[src/rtl/alu_seq.sv]
// Registered multicycle ALU: single-cycle ops go through EXEC, unsigned multiply
// iterates one multiplier bit per cycle in MUL. Results are held until the next done.
module alu_seq #(
  parameter  int WIDTH = 32,
  localparam int SHW   = $clog2(WIDTH)
) (
  input  logic             clk,
  input  logic             rst,
  input  logic             start,
  input  logic [3:0]       ALU_selection,
  input  logic [WIDTH-1:0] ALU_in_A,
  input  logic [WIDTH-1:0] ALU_in_B,
  output logic [WIDTH-1:0] ALUoutput,
  output logic [WIDTH-1:0] ALUoutput_hi,
  output logic             Beq_alu,
  output logic             busy,
  output logic             done,
  output logic             op_err
);

  localparam logic [1:0] IDLE = 2'd0;
  localparam logic [1:0] EXEC = 2'd1;
  localparam logic [1:0] MUL  = 2'd2;
  localparam logic [1:0] DONE = 2'd3;

  localparam logic [3:0]   OP_MUL   = 4'b1101;
  localparam logic [SHW:0] CNT_LAST = (SHW+1)'(WIDTH);

  logic [1:0]         state_q, state_d;
  logic [3:0]         op_q, op_d;
  logic [WIDTH-1:0]   a_q, a_d;
  logic [WIDTH-1:0]   b_q, b_d;
  logic [2*WIDTH-1:0] mcand_q, mcand_d;
  logic [2*WIDTH-1:0] acc_q, acc_d;
  logic [SHW:0]       cnt_q, cnt_d;
  logic [WIDTH-1:0]   out_lo_q, out_lo_d;
  logic [WIDTH-1:0]   out_hi_q, out_hi_d;
  logic               beq_q, beq_d;
  logic               err_q, err_d;

  logic [WIDTH-1:0]   exec_res;
  logic               exec_err;
  logic [SHW-1:0]     shamt;

  assign shamt = b_q[SHW-1:0];

  always_comb begin
    exec_res = '0;
    exec_err = 1'b0;
    case (op_q)
      4'b0000: exec_res = a_q;
      4'b0001: exec_res = ~a_q;
      4'b0010: exec_res = a_q + b_q;
      4'b0011: exec_res = a_q - b_q;
      4'b0100: exec_res = a_q | b_q;
      4'b0101: exec_res = a_q & b_q;
      4'b0110: exec_res = a_q ^ b_q;
      4'b0111: exec_res = {{(WIDTH-1){1'b0}}, (a_q < b_q)};
      4'b1000: exec_res = {{(WIDTH-1){1'b0}}, ($signed(a_q) < $signed(b_q))};
      4'b1001: exec_res = b_q;
      4'b1010: exec_res = a_q << shamt;
      4'b1011: exec_res = a_q >> shamt;
      4'b1100: exec_res = $signed(a_q) >>> shamt;
      default: exec_err = 1'b1;
    endcase
  end

  always_comb begin
    state_d  = state_q;
    op_d     = op_q;
    a_d      = a_q;
    b_d      = b_q;
    mcand_d  = mcand_q;
    acc_d    = acc_q;
    cnt_d    = cnt_q;
    out_lo_d = out_lo_q;
    out_hi_d = out_hi_q;
    beq_d    = beq_q;
    err_d    = err_q;
    case (state_q)
      IDLE: begin
        if (start) begin
          op_d    = ALU_selection;
          a_d     = ALU_in_A;
          b_d     = ALU_in_B;
          mcand_d = {{WIDTH{1'b0}}, ALU_in_A};
          acc_d   = '0;
          cnt_d   = '0;
          state_d = (ALU_selection == OP_MUL) ? MUL : EXEC;
        end
      end
      EXEC: begin
        out_lo_d = exec_res;
        out_hi_d = '0;
        err_d    = exec_err;
        beq_d    = (exec_res == '0);
        state_d  = DONE;
      end
      MUL: begin
        // b_q doubles as the multiplier shift register; the finishing cycle only publishes.
        if (cnt_q == CNT_LAST) begin
          out_lo_d = acc_q[WIDTH-1:0];
          out_hi_d = acc_q[2*WIDTH-1:WIDTH];
          err_d    = 1'b0;
          beq_d    = (acc_q[WIDTH-1:0] == '0);
          state_d  = DONE;
        end else begin
          acc_d   = acc_q + (b_q[0] ? mcand_q : '0);
          mcand_d = mcand_q << 1;
          b_d     = b_q >> 1;
          cnt_d   = cnt_q + 1'b1;
        end
      end
      default: state_d = IDLE;
    endcase
  end

  always_ff @(posedge clk) begin
    if (rst) begin
      state_q  <= IDLE;
      op_q     <= '0;
      a_q      <= '0;
      b_q      <= '0;
      mcand_q  <= '0;
      acc_q    <= '0;
      cnt_q    <= '0;
      out_lo_q <= '0;
      out_hi_q <= '0;
      beq_q    <= 1'b0;
      err_q    <= 1'b0;
    end else begin
      state_q  <= state_d;
      op_q     <= op_d;
      a_q      <= a_d;
      b_q      <= b_d;
      mcand_q  <= mcand_d;
      acc_q    <= acc_d;
      cnt_q    <= cnt_d;
      out_lo_q <= out_lo_d;
      out_hi_q <= out_hi_d;
      beq_q    <= beq_d;
      err_q    <= err_d;
    end
  end

  assign ALUoutput    = out_lo_q;
  assign ALUoutput_hi = out_hi_q;
  assign Beq_alu      = beq_q;
  assign op_err       = err_q;
  assign busy         = (state_q != IDLE);
  assign done         = (state_q == DONE);

endmodule

[config.mk]
export PLATFORM = sky130hd
export DESIGN_NAME = alu_seq
export DESIGN_NICKNAME = d
export VERILOG_FILES = /design/src/rtl/alu_seq.sv
export SDC_FILE = /design/constraint.sdc
export NUM_CORES = 1
export LEC_CHECK = 0
export ABC_AREA = 1
export CORE_UTILIZATION = 50
export CTS_BUF_LIST = sky130_fd_sc_hd__clkbuf_8 sky130_fd_sc_hd__clkbuf_16
export CTS_CLUSTER_SIZE = 16
export DETAILED_ROUTE_END_ITERATION = 6
export PLACE_DENSITY = 0.68
export SLEW_MARGIN = 0
export SYNTH_ARGS = -nofsm -noshare
export SYNTH_HDL_FRONTEND = slang
export SYNTH_SLANG_ARGS = --single-unit
[constraint.sdc]
create_clock -name clk -period 9 [get_ports clk]
set_input_delay 0.9 -clock clk [delete_from_list [all_inputs] [get_ports clk]]
set_output_delay 0.9 -clock clk [all_outputs]
set_load 0.01 [all_outputs]
==> results by group <==
Status
  – Status: completed

Global route
  – Largest net degree at the start of global routing: 78
  – Gr usage total: 0.429
  – Initial antenna violation count: 9
  – Grt ovf: 0
  – First-pass GRT wire length: 173,000 um
  – Number of global-route vias before repair: 28,234

Yosys
  – Synth Cell Area: 25,800 um^2
  – Post-Synth Adder-Cell Area: 0.0906
  – Simple-gate area share of the yosys netlist: 0.388
  – Mean Syn Cell Area: 5.81 um^2
  – Ys Warns: 0
  – Synth Area in Compound Gates: 0.203
  – Fraction of synthesis flops using an asynchronous set or reset pin: 0
  – Syn nets: 4,695
  – Mux contribution to synthesized area: 0.000388
  – Main synth FF type: dfxtp_1
  – Post-synth EDFFs: 0
  – Netlist cell types: 57
  – Main combinational cell family by area after synthesis: simple AND/OR/NAND/NOR gates
  – Register area share after synthesis: 0.210
  – Post-synthesis xor/xnor area fraction: 0.00136
  – Mapped Cells: 4,439
  – Yosys reg bits: 270

Finish
  – Filler Cell Count: 5,346
  – Share of layout cells above drive strength 1: 0.0389
  – Final Util: 0.563
  – Fin nets: 4,683
  – Synth-to-layout area growth: 10.1%

Power
  – Switch share: 0.585
  – Clock Power Share: 0.151
  – Sequential share of power: 0.190
  – P_int: 3870 uW
  – Sw power: 5470 uW
  – Maximum vdd drop: 0.184 mV
  – Leak Pwr: 0.0129 uW
  – Pwr dens: 329 nW/um^2
  – Combinational power share: 0.658

Worst setup path
  – Reg2reg path depth: 18
  – CP Data Required Time: 9.54 ns
  – CP Max Fanout: 21
  – Startpoint Class: flip-flop
  – Worst-path cell chain: nor2_2 -> nand2_2 -> inv_2 -> nand2_1 -> nand4_1 -> nor2_1 -> nand2_1 -> inv_1 -> nand3_1 -> nor2_1 -> nand2_1 -> nor2_1 -> nand2_1 -> nor2_1 -> nand2_1 -> nor2_1 -> nand2_1 -> a21oi_2
  – WP data arrival: 4.69 ns
  – Worst setup path category: flip-flop to flip-flop
  – Worst path slowest cell: nand2_2
  – R2r setup slk: 4.85 ns
  – RR Endpoint: Beq_alu
  – CP peak stage delay: 0.53 ns
  – Critical path startpoint: op_q[1]
  – Crit-path most repeated cell: nand2_1
  – Reg-to-Reg Start: op_q[1]
  – CP Capture Type: flip-flop

Routing
  – Initial drt markers: 3,464
  – Final wirelength: 117,000 um
  – Post-detailed-route count of antenna-violating nets: 0
  – First drt pass iteration count: 6
  – Vias/cell: 6.01
  – Vias: 30,828
  – Routed length per instance: 22.8 um
  – # DRC: 0

Die
  – Chip width: 229 um
  – Die Y: 229 um
  – Core Region: 50,500 um^2
  – Rows: 82
  – Die area: 52,500 um^2
  – # IOs: 139
  – Initial core utilization: 0.511

Clocking
  – CTS tree: done
  – Postcts setup bufs: 0
  – Max Buffers Root-to-Sink: 3
  – CTS root buf: clkbuf_16
  – Reg clk slew, reported paths: 0.07 ns
  – Num Clock Sinks: 270
  – Num CTS Buffers: 31
  – Skew-Pair Late Insertion Delay: 0.61 ns
  – CTS resizes: 0
  – CTS H-tree depth: 1
  – CTS Hold Buffers Added: 0

Timing
  – # setup viols final: 0
  – Fin. Hold Viols: 0
  – Final min period: 4.15 ns
  – Max Freq: 241 MHz
  – Pins over their slew limit: 0
  – Setup Skew: 0.0125 ns
  – Tightest Pin Transition: 1.03 ns
  – Max-slew headroom: 0.307
  – RSZ-0062 raised after global routing: false
  – Final setup TNS: 0 ns
  – Crit share post-route: 0.461
  – Final Worst Setup Slack: 4.85 ns

Job
  – Max Cap Violations: 0

Place
  – Port bufs: 138
  – Routability congestion estimate: 1.09
  – Setup WS pre-CTS: 4.62 ns
  – Final HPWL DP: 90,200 um

Min path
  – Worst min-delay path startpoint: ALUoutput_hi[20]
  – Hold Path Sink: ALUoutput_hi[20]
  – Hold Path Depth: 2
  – HP Class: flip-flop to flip-flop
## worst max-delay path by stage
stage / end / slack (ns)
after detailed placement: mcand_q[45] / 4.62
after global placement: acc_q[3] / 4.67
after floorplan: acc_q[60] / 5.76
final: Beq_alu / 4.85
after global routing: acc_q[13] / 4.61
after CTS: acc_q[4] / 4.98
## kinds of logic (layout without fill, tap and decap cells)
logic type | after synthesis | in the layout
adders and majority gates | 185 | 185
muxes | 1 | 1
other | 0 | 3
and+or+nand+nor | 2359 | 2359
buffers and inverters | 681 | 693
xor gates and xnor gates | 4 | 4
AOI/OAI and AO/OA | 939 | 939
DFF | 270 | 270
## worst max-delay path, delay by kind of cell (launching register included)
family,cells,cell delay [ns]
flip-flops,1,0.49
buffers and inverters,2,0.54
AO/OA/AOI/OAI,1,0.11
AND/OR/NAND/NOR,15,2.92
## cell usage after synthesis (all sizes together) (4+ instances only)
master   number  area share
nand2      1240        0.18
nand3       541        0.11
inv         465       0.068
nor2        435       0.066
a21oi       397       0.077
o21ai       303       0.059
dfxtp       270        0.21
ha          182       0.088
clkbuf      111       0.016
buf         104       0.023
a31oi        47       0.011
a21boi       40       0.012
nor3         40      0.0083
nand4        39      0.0095
a22oi        30      0.0087
o211ai       28      0.0082
o22ai        25      0.0061
or2          25      0.0061
o21bai       18      0.0052
nor4         16      0.0039
a21o         15      0.0044
o21a         13      0.0038
nand3b       10      0.0029
and2          9      0.0022
o221ai        6      0.0020
a211oi        4      0.0012
o2111ai       4      0.0014
## final cells by class
class / instances / area (um^2) / share of cell area
clock buffers: 34 / 817 / 0.0288
clock inverters: 23 / 295 / 0.0104
well taps: 672 / 841 / 0.0296
flip-flops and latches: 270 / 5410 / 0.191
repair buffers: 170 / 1620 / 0.0571
multi-input cells: 3488 / 17700 / 0.621
diodes: 3 / 7.51 / 0.000264
inverters: 466 / 1760 / 0.0618
## routing by layer
layer  track usage  vias to the layer above  share of wire
li1              -                    14694              -
met4         0.283                        8          0.076
met5             0                        -        0.00046
met3        0.0690                      361          0.091
met2         0.690                     1587           0.44
met1         0.528                    14178           0.39
## state kept, by name, indices dropped and copies added (netlist names)
name / flops
b_q: 32
ALUoutput: 32
acc_q: 64
Beq_alu: 1
op_err: 1
ALUoutput_hi: 32
mcand_q: 64
a_q: 32
cnt_q: 6
op_q: 4
state_q: 2
## power by group through the flow
stage	Combinational (uW)	Sequential (uW)	Clock, uW
global placement	5900	1780	0
floorplan	3970	1640	0
detailed placement	5890	1780	0
global route	6580	1790	1460
finish	6150	1780	1410
CTS	5910	1760	1420
## cell usage in the layout, fill, tap and decap left out, types with 31 or more instances in the layout
master / Yosys / routed
a21boi_0: 40 / 40
a21oi_1: 396 / 396
a31oi_1: 47 / 47
buf_4: 9 / 32
clkbuf_16: 0 / 31
clkdlybuf4s50_1: 0 / 137
dfxtp_1: 270 / 266
ha_1: 182 / 181
inv_1: 450 / 450
nand2_1: 1231 / 1229
nand3_1: 537 / 537
nand4_1: 39 / 39
nor2_1: 418 / 415
nor3_1: 37 / 37
o21ai_0: 294 / 294
## per-stage QoR
| stage | hold slack (ns) | cell area [um^2] | std cells | power (uW) |
|---|---|---|---|---|
| finish | 0.464 | 28400 | 5126 | 9340 |
| detailed placement | 0.455 | 27300 | 5066 | 7670 |
| floorplan | 0.453 | 25800 | 4439 | 5610 |
| global placement | 0.452 | 27300 | 5066 | 7680 |
| CTS | 0.465 | 28400 | 5123 | 9090 |
| global route | 0.485 | 28400 | 5125 | 9830 |
No activity file was read; power rests on OpenSTA's default activity.
